===== src/rtl/vm_pkg.sv =====
// Shared types and constants for the ticket vending controller.
package vm_pkg;

  localparam int unsigned NUM_STATIONS = 5;
  localparam int unsigned MAX_TICKETS  = 5;
  localparam int unsigned FARE_BASE    = 5;
  localparam int unsigned FARE_STEP    = 5;

  localparam logic [5:0] COIN_1  = 6'd1;
  localparam logic [5:0] COIN_5  = 6'd5;
  localparam logic [5:0] COIN_10 = 6'd10;
  localparam logic [5:0] COIN_50 = 6'd50;

  typedef enum logic [1:0] {
    ST_STATION,
    ST_TICKET,
    ST_PAY,
    ST_DONE
  } vm_state_e;

  function automatic logic is_coin(input logic [5:0] v);
    return (v == COIN_1) || (v == COIN_5) || (v == COIN_10) || (v == COIN_50);
  endfunction

  function automatic logic in_range(input logic [2:0] v, input int unsigned hi);
    return (v != 3'd0) && ({29'd0, v} <= hi);
  endfunction

endpackage


===== src/rtl/vm_fare_calc.sv =====
// Combinational per-ticket fare: base plus a fixed step per station hop.
module vm_fare_calc
  import vm_pkg::*;
(
  input  logic [2:0] i_origin,
  input  logic [2:0] i_destination,
  output logic       o_valid,
  output logic [6:0] o_fare
);

  logic [2:0] w_hops;

  always_comb begin
    w_hops  = (i_destination > i_origin) ? (i_destination - i_origin)
                                         : (i_origin - i_destination);
    o_valid = in_range(i_origin, NUM_STATIONS) &&
              in_range(i_destination, NUM_STATIONS) &&
              (i_origin != i_destination);
    o_fare  = 7'(FARE_BASE) + 7'(FARE_STEP) * {4'd0, w_hops};
  end

endmodule


===== src/rtl/vending_machine.sv =====
// Ticket vending controller: stations -> ticket count -> coin accumulation -> done.
module vending_machine
  import vm_pkg::*;
(
  input  logic       clk,
  input  logic       reset,
  input  logic [2:0] origin,
  input  logic [2:0] destination,
  input  logic [2:0] howManyTicket,
  input  logic [5:0] money,
  output logic [6:0] costOfTicket,
  output logic [6:0] moneyToPay,
  output logic [6:0] totalMoney
);

  vm_state_e  r_state, w_state_nxt;
  logic [2:0] r_orig, r_dest, r_count;
  logic [6:0] r_cost, r_topay, r_total;

  logic [2:0] w_orig_nxt, w_dest_nxt, w_count_nxt;
  logic [6:0] w_cost_nxt, w_topay_nxt, w_total_nxt;

  logic [2:0] w_fc_orig, w_fc_dest;
  logic       w_fare_valid;
  logic [6:0] w_fare;
  logic [6:0] w_due;
  logic [7:0] w_sum;
  logic       w_count_ok;
  logic       w_coin_ok;
  logic       w_paid;

  // The fare block sees the live inputs while choosing a trip, the latched trip afterwards.
  assign w_fc_orig = (r_state == ST_STATION) ? origin      : r_orig;
  assign w_fc_dest = (r_state == ST_STATION) ? destination : r_dest;

  vm_fare_calc u_fare (
    .i_origin      (w_fc_orig),
    .i_destination (w_fc_dest),
    .o_valid       (w_fare_valid),
    .o_fare        (w_fare)
  );

  assign w_due      = w_fare * 7'(r_count);
  assign w_sum      = {1'b0, r_total} + {2'd0, money};
  assign w_count_ok = in_range(howManyTicket, MAX_TICKETS);
  assign w_coin_ok  = is_coin(money) && (w_sum <= 8'd127);
  assign w_paid     = w_sum >= {1'b0, w_due};

  always_ff @(posedge clk) begin
    if (reset) r_state <= ST_STATION;
    else       r_state <= w_state_nxt;
  end

  always_comb begin
    w_state_nxt = r_state;
    unique case (r_state)
      ST_STATION: if (w_fare_valid)          w_state_nxt = ST_TICKET;
      ST_TICKET:  if (w_count_ok)            w_state_nxt = ST_PAY;
      ST_PAY:     if (w_coin_ok && w_paid)   w_state_nxt = ST_DONE;
      ST_DONE:                               w_state_nxt = ST_DONE;
      default:                               w_state_nxt = ST_STATION;
    endcase
  end

  always_comb begin
    w_orig_nxt  = r_orig;
    w_dest_nxt  = r_dest;
    w_count_nxt = r_count;
    w_cost_nxt  = r_cost;
    w_topay_nxt = r_topay;
    w_total_nxt = r_total;
    unique case (r_state)
      ST_STATION: begin
        if (w_fare_valid) begin
          w_orig_nxt = origin;
          w_dest_nxt = destination;
          w_cost_nxt = w_fare;
        end
      end
      ST_TICKET: begin
        if (w_count_ok) begin
          w_count_nxt = howManyTicket;
          w_topay_nxt = w_fare * 7'(howManyTicket);
        end
      end
      ST_PAY: begin
        if (w_coin_ok) begin
          w_total_nxt = w_sum[6:0];
          w_topay_nxt = w_paid ? '0 : (w_due - w_sum[6:0]);
        end
      end
      default: ;
    endcase
  end

  always_ff @(posedge clk) begin
    if (reset) begin
      r_orig  <= '0;
      r_dest  <= '0;
      r_count <= '0;
      r_cost  <= '0;
      r_topay <= '0;
      r_total <= '0;
    end else begin
      r_orig  <= w_orig_nxt;
      r_dest  <= w_dest_nxt;
      r_count <= w_count_nxt;
      r_cost  <= w_cost_nxt;
      r_topay <= w_topay_nxt;
      r_total <= w_total_nxt;
    end
  end

  assign costOfTicket = r_cost;
  assign moneyToPay   = r_topay;
  assign totalMoney   = r_total;

endmodule


===== config.mk =====
export PLATFORM = sky130hd
export DESIGN_NAME = vending_machine
export DESIGN_NICKNAME = d
export VERILOG_FILES = /design/src/rtl/vm_pkg.sv /design/src/rtl/vm_fare_calc.sv /design/src/rtl/vending_machine.sv
export SDC_FILE = /design/constraint.sdc
export NUM_CORES = 1
export LEC_CHECK = 0
export BUFFER_PORTS_ARGS = -buffer_cell sky130_fd_sc_hd__buf_2
export CORE_MARGIN = 1.5
export CORE_UTILIZATION = 55
export CTS_CLUSTER_SIZE = 12
export DETAILED_ROUTE_END_ITERATION = 6
export PLACE_DENSITY_LB_ADDON = 0.08
export SYNTH_ARGS = -nofsm -noshare
export SYNTH_HDL_FRONTEND = slang
export SYNTH_SLANG_ARGS = --single-unit

===== constraint.sdc =====
create_clock -name clk -period 15.1 [get_ports clk]
set_input_delay 3.02 -clock clk [delete_from_list [all_inputs] [get_ports clk]]
set_output_delay 3.02 -clock clk [all_outputs]
set_load 0.02 [all_outputs]

; ---- Word level (Yosys, flattened, before mapping)
; Cells that the tools add are included.
[word_totals]
regBits = 32
latchBits = 0
ram_bits = 0
romBits = 0
inputBits = 17
output_inout_bits = 21
elab_cells = 64
memories = 0
[op_classes]
add_sub_neg = 5
multipliers = 3
n_div = 0
magnitude_cmp = 6
eq_ne = 12
n_shift = 0
n_mux = 11
bitwise_logic = 0
n_reduce_logical = 20
[op_table]
columns = op, n
row1 = $mux W7, 3
row2 = $mul A7 B3 Y7, 2
row3 = $pmux W7 S2, 1
row4 = $le A3 B3 Y1 const B, 3
row5 = $mux W3, 3
row6 = $reduce_bool A3 Y1, 3
row7 = $add A7 B6 Y8, 1
row8 = $ge A8 B7 Y1, 1
row9 = $le A8 B7 Y1 const B, 1
row10 = $pmux W2 S4, 1
row11 = $add A3 B6 Y7 const A, 1
row12 = $logic_and A1 B1 Y1, 7
row13 = $sub A7 B7 Y7, 1
row14 = $eq A6 B1 Y1 const B, 1
row15 = $eq A6 B3 Y1 const B, 1
row16 = $eq A6 B4 Y1 const B, 1
row17 = $eq A6 B6 Y1 const B, 1
row18 = $mul A3 B3 Y6 const A, 1
row19 = $mux W2, 3
row20 = $ne A2 B2 Y1 const B, 3
row21 = $reduce_and A2 Y1, 3
row22 = $reduce_and A3 Y1, 2
row23 = $sub A3 B3 Y3, 2
row24 = $eq A2 B2 Y1 const B, 2
row25 = 7 further kinds, 9

; ---- Longest topological paths before layout
[depth]
depth_word = 11
mapped_depth = 29
ltp_nobuf = 29

; ---- Modules after synthesis
; Synthesis repeated with hierarchy kept, for this count alone.
[hier_totals]
cells_unflattened = 393
area_unflattened_um2 = 3181.8
[modules_own_cells]
columns = module, instances, cells_each, area_per_inst_um2, seq_area_each_um2
row1 = vending_machine, 1, 346, 2786.4, 640.6
row2 = vm_fare_calc, 1, 47, 395.4, 0.0

; ---- Worst setup path after synthesis
; OpenSTA, ideal clock, no wires.
[synth_path]
path_type = input to register
startpoint = input origin[0]
endpoint = register r_topay[6] (netlist: moneyToPay[6])
setup_time_ns = 0.070
arrival_time_ns = 8.857
required_ns = 15.030
setup_slack_ns = 6.173
stages = 26
n_path_buf = 0
cell_sequence = mux2_2 > ha_1 > nor2_1 > maj3_2 > a22o_4 > mux2i_2 > xor2_1 > ha_1 > ha_1 > a31oi_1 > xnor2_1 > nand2_1 > fa_1 > inv_1 > ha_1 > a21o_1 > a21oi_1 > xnor2_1 > xnor2_1 > xnor2_1 > ha_1 > or4b_2 > o2111ai_1 > nand4_1 > a221o_1 > a21oi_1
[synth_via]
elab_chain_cells = 10
elab_cells_between_ends = 15
cone_classes = add/sub: 4 / mul: 3 / order compare: 2 / mux: 6
[synth_lines]
columns = item, line_no
row1 = start: declaration, vending_machine.sv:7  ; input logic [2:0] origin,
row2 = $mux W3 (*), vending_machine.sv:33  ; assign w_fc_orig = (r_state == ST_STATION) ? origin : r_orig;
row3 = "$sub A3 B3 Y3, or another cell as far along", vm_fare_calc.sv:15  ; : (i_origin - i_destination);
row4 = $mux W3 (*), vm_fare_calc.sv:14  ; w_hops = (i_destination > i_origin) ? (i_destination - i_origin)
row5 = $mul A3 B3 Y6 (*), vm_fare_calc.sv:19  ; o_fare = 7'(FARE_BASE) + 7'(FARE_STEP) * {4'd0, w_hops};
row6 = $add A3 B6 Y7 (*), vm_fare_calc.sv:19
row7 = $mul A7 B3 Y7, vending_machine.sv:43  ; assign w_due = w_fare * 7'(r_count);
row8 = $sub A7 B7 Y7 or $ge A8 B7 Y1 (tied branches), "vending_machine.sv:89, vending_machine.sv:47"
row9 = $mux W7, vending_machine.sv:89  ; w_topay_nxt = w_paid ? '0 : (w_due - w_sum[6:0]);
row10 = $mux W7, vending_machine.sv:87  ; if (w_coin_ok) begin
row11 = $pmux W7 S2 (*), vending_machine.sv:72  ; unique case (r_state)
row12 = end signal: assignment, vending_machine.sv:109  ; r_topay <= w_topay_nxt;
row13 = end: declaration, vending_machine.sv:18  ; logic [6:0] r_cost, r_topay, r_total;
; Mark *: on every way between the ends. The rest lies on a longest branch, timed or not. The select of a mux whose other input is x is not followed.
; A chain may end at the register's enable or synchronous reset.

; ---- Worst setup path after layout
; Ends and elaborated chain as after synthesis.

==> summary.txt <==
Worst reg2reg path startpoint: r_state[1]
Final Net Count: 467
Std cell rows: 26
Kind of critical path: in2reg
Final hold violations: 0
Number of global-route vias before repair: 2466
Fill cell total of the finished layout: 488
Arr. time, crit path: 9.34 ns
Top cells by area, synth: dfxtp_1 20%, ha_1 16%, fa_1 8.5%
Final ANT Viol Nets: 0
Max-cap check violation count: 0
CP bufs+invs: 2
Setup WS pre-CTS: 5.70 ns
Initial antenna violation count: 0
Final WS setup: 5.99 ns
Count leader, synth: inv_1
Clock period minus worst slack: 9.11 ns
Multi-input logic area: 0.00224 sq mm
Gpl congestion: 0.903
Synth cell count leaders: 41 x inv_1, 39 x ha_1, 36 x nor2_1
Routed wire per std cell: 14.1 um
Yosys reg bits: 31
Max Fclk: 0.110 GHz
Worst-Skew Late Latency: 0.29 ns
Outcome: finished clean
CTS Sinks: 31
Worst Skew: 0.00593 ns
Startpoint Class: input pin
Slew @ Worst Pin: 0.952 ns
Slowest stage delay, CP: 0.67 ns
Remaining Overflow, GRT: 0
DR vias: 2570
Die height: 77.6 um
Core box area: 0.00524 sq mm
EDFF count, synth: 0
Fin crit share: 0.603
Syn Nets: 433
Synthesized area per cell: 8.41 sq um
Top cell by count, worst path: ha_1
TritonCTS buffer count: 5
Root Driver: clkbuf_8
Share of layout cells above drive strength 1: 0.138
Reg area: 621 sq um
CTS tree: built
Top cell type by total area after synthesis: dfxtp_1
PwrDens: 251 mW/mm^2
Cells after Synth: 364
Total Neg Setup Slack: 0 ns
Prevailing post-synth register cell: dfxtp_1
Min-delay worst type: reg2reg
Post-DP HPWL: 5120 um
GRT Resource Usage Total: 0.240
Initial drt markers: 95
Die Wd: 77.6 um
CTS resizes: 0
Pins over their slew limit: 0
Post-synth top area share: 0.203
Final instance area: 0.00342 sq mm
Worst path slowest cell: or4b_2
CP Max Fanout: 7
Largest net degree at the start of global routing: 32
Max_slew headroom: 0.365
Mapped cell area: 0.00306 sq mm
Reg clk slew, reported paths: 0.08 ns
CTS max path bufs: 2
VDD IR max: 0.180 mV
Starting Density: 0.585
Register area share after synthesis: 0.203
Num ports: 38
Area Growth Syn to Fin: 11.7%
Final setup fails: 0
Via density: 5.48
CP Capture Type: register
Antenna diodes: 0
Leak Pwr: 1.71 nW
# H-tree levels: 2
First-pass GRT wire length: 11500 um
Routed wire length: 6600 um
Post-CTS Setup Repair Bufs: 0
Async set-reset flop share out of synthesis: 0
Min-delay src: moneyToPay[1]
WP data required: 15.33 ns
Drt drc: 0
Critical path's top delay family: adder cells
Yosys warns: 0
Critical Path Source: origin[0]
Die area: 0.00602 sq mm
Library cells used by synthesis: 49
RSZ-0062 raised after global routing: false
Cell Area, Placed: 0.00329 sq mm
Initial DRT Pass Iterations: 4
Number of port buffers: 36
Hold buffers post-CTS: 0
-- stage by stage --
step	cells	utilization	hold slack [ns]	power, mW
5_1_grt	469	0.653	0.477	0.944
3_5_place_dp	461	0.628	0.447	0.758
2_1_floorplan	364	-	0.459	0.621
6_report	469	0.653	0.456	0.857
3_3_place_gp	461	0.628	0.440	0.743
4_1_cts	469	0.653	0.460	0.865
-- metal layers --
metal | GRT usage | wire length (um) | share of wire | vias to the layer above
met4 | 0.0709 | 80 | 0.012 | 0
met2 | 0.375 | 2860 | 0.43 | 56
met1 | 0.334 | 3340 | 0.51 | 1195
li1 | - | - | - | 1310
met3 | 0.0447 | 315 | 0.048 | 9
met5 | 0 | 0 | 0 | -
-- flip-flops by register name, summed over array words and instances, names as in the netlist --
signal,flops
totalMoney,7
r_count,3
moneyToPay,7
costOfTicket,6
r_dest,3
r_state,2
r_orig,3
-- cell families after synthesis --
group                    count (synthesis)  synth area share
AND/OR/NAND/NOR                        102             0.155
AO/OA/AOI/OAI                           75             0.165
adder cells (fa/ha/maj)                 53             0.248
buffers and inverters                   51            0.0666
flip-flops                              31             0.203
multiplexers                            26            0.0899
XOR/XNOR                                25            0.0715
other                                    1           0.00122
-- final cells by class --
| class | count | area share |
|---|---|---|
| Multi-Input combinational cell | 282 | 0.654 |
| Sequential cell | 31 | 0.181 |
| Timing Repair Buffer | 37 | 0.0549 |
| Inverter | 41 | 0.0450 |
| Tap cell | 70 | 0.0256 |
| Clock buffer | 6 | 0.0212 |
| Clock inverter | 2 | 0.0176 |
-- worst paths after layout --
path,to,slack (ns),depth (start not counted)
max,moneyToPay[6],5.99,27
min reg2reg,moneyToPay[1],0.46,2
min,moneyToPay[1],0.46,2
max reg2reg,moneyToPay[6],8.06,27
-- where the power goes --
part | switching (mW) | internal [mW] | total, mW
clock | 0.0349 | 0.0660 | 0.101
combinational | 0.370 | 0.278 | 0.648
sequential | 0.0103 | 0.0973 | 0.108
-- layout by cell type (no fill, tap or decap), types with 3 or more instances in the layout --
cell	instances
nor3b_1	3
nand2_1	32
ha_1	39
nor2b_1	3
xor2_1	7
nor3_1	7
o211ai_1	3
mux2i_1	21
a221oi_1	3
xnor2_1	18
nand2b_1	3
buf_2	36
and2_1	8
inv_1	41
clkbuf_8	5
a21oi_1	22
a21o_1	9
o21a_1	3
dfxtp_1	31
nor2_1	36
o21ai_0	12
a211oi_1	11
fa_1	13
-- worst reg2reg max path, stage by stage (launching register included) --
cell	delay (ns)
dfxtp_1	0.37
nor2_4	0.30
mux2_2	0.39
ha_1	0.30
nor2_1	0.05
maj3_2	0.31
a22o_4	0.28
mux2i_2	0.23
xor2_1	0.22
ha_1	0.27
ha_1	0.33
a31oi_1	0.11
xnor2_1	0.44
nand2_1	0.14
fa_1	0.50
inv_1	0.04
ha_1	0.32
a21o_1	0.17
a21oi_1	0.16
xnor2_1	0.16
xnor2_1	0.16
xnor2_1	0.14
ha_1	0.31
or4b_2	0.67
o2111ai_1	0.11
nand4_1	0.11
a221o_1	0.31
a21oi_1	0.10
Power figures use the tool's default switching activity.
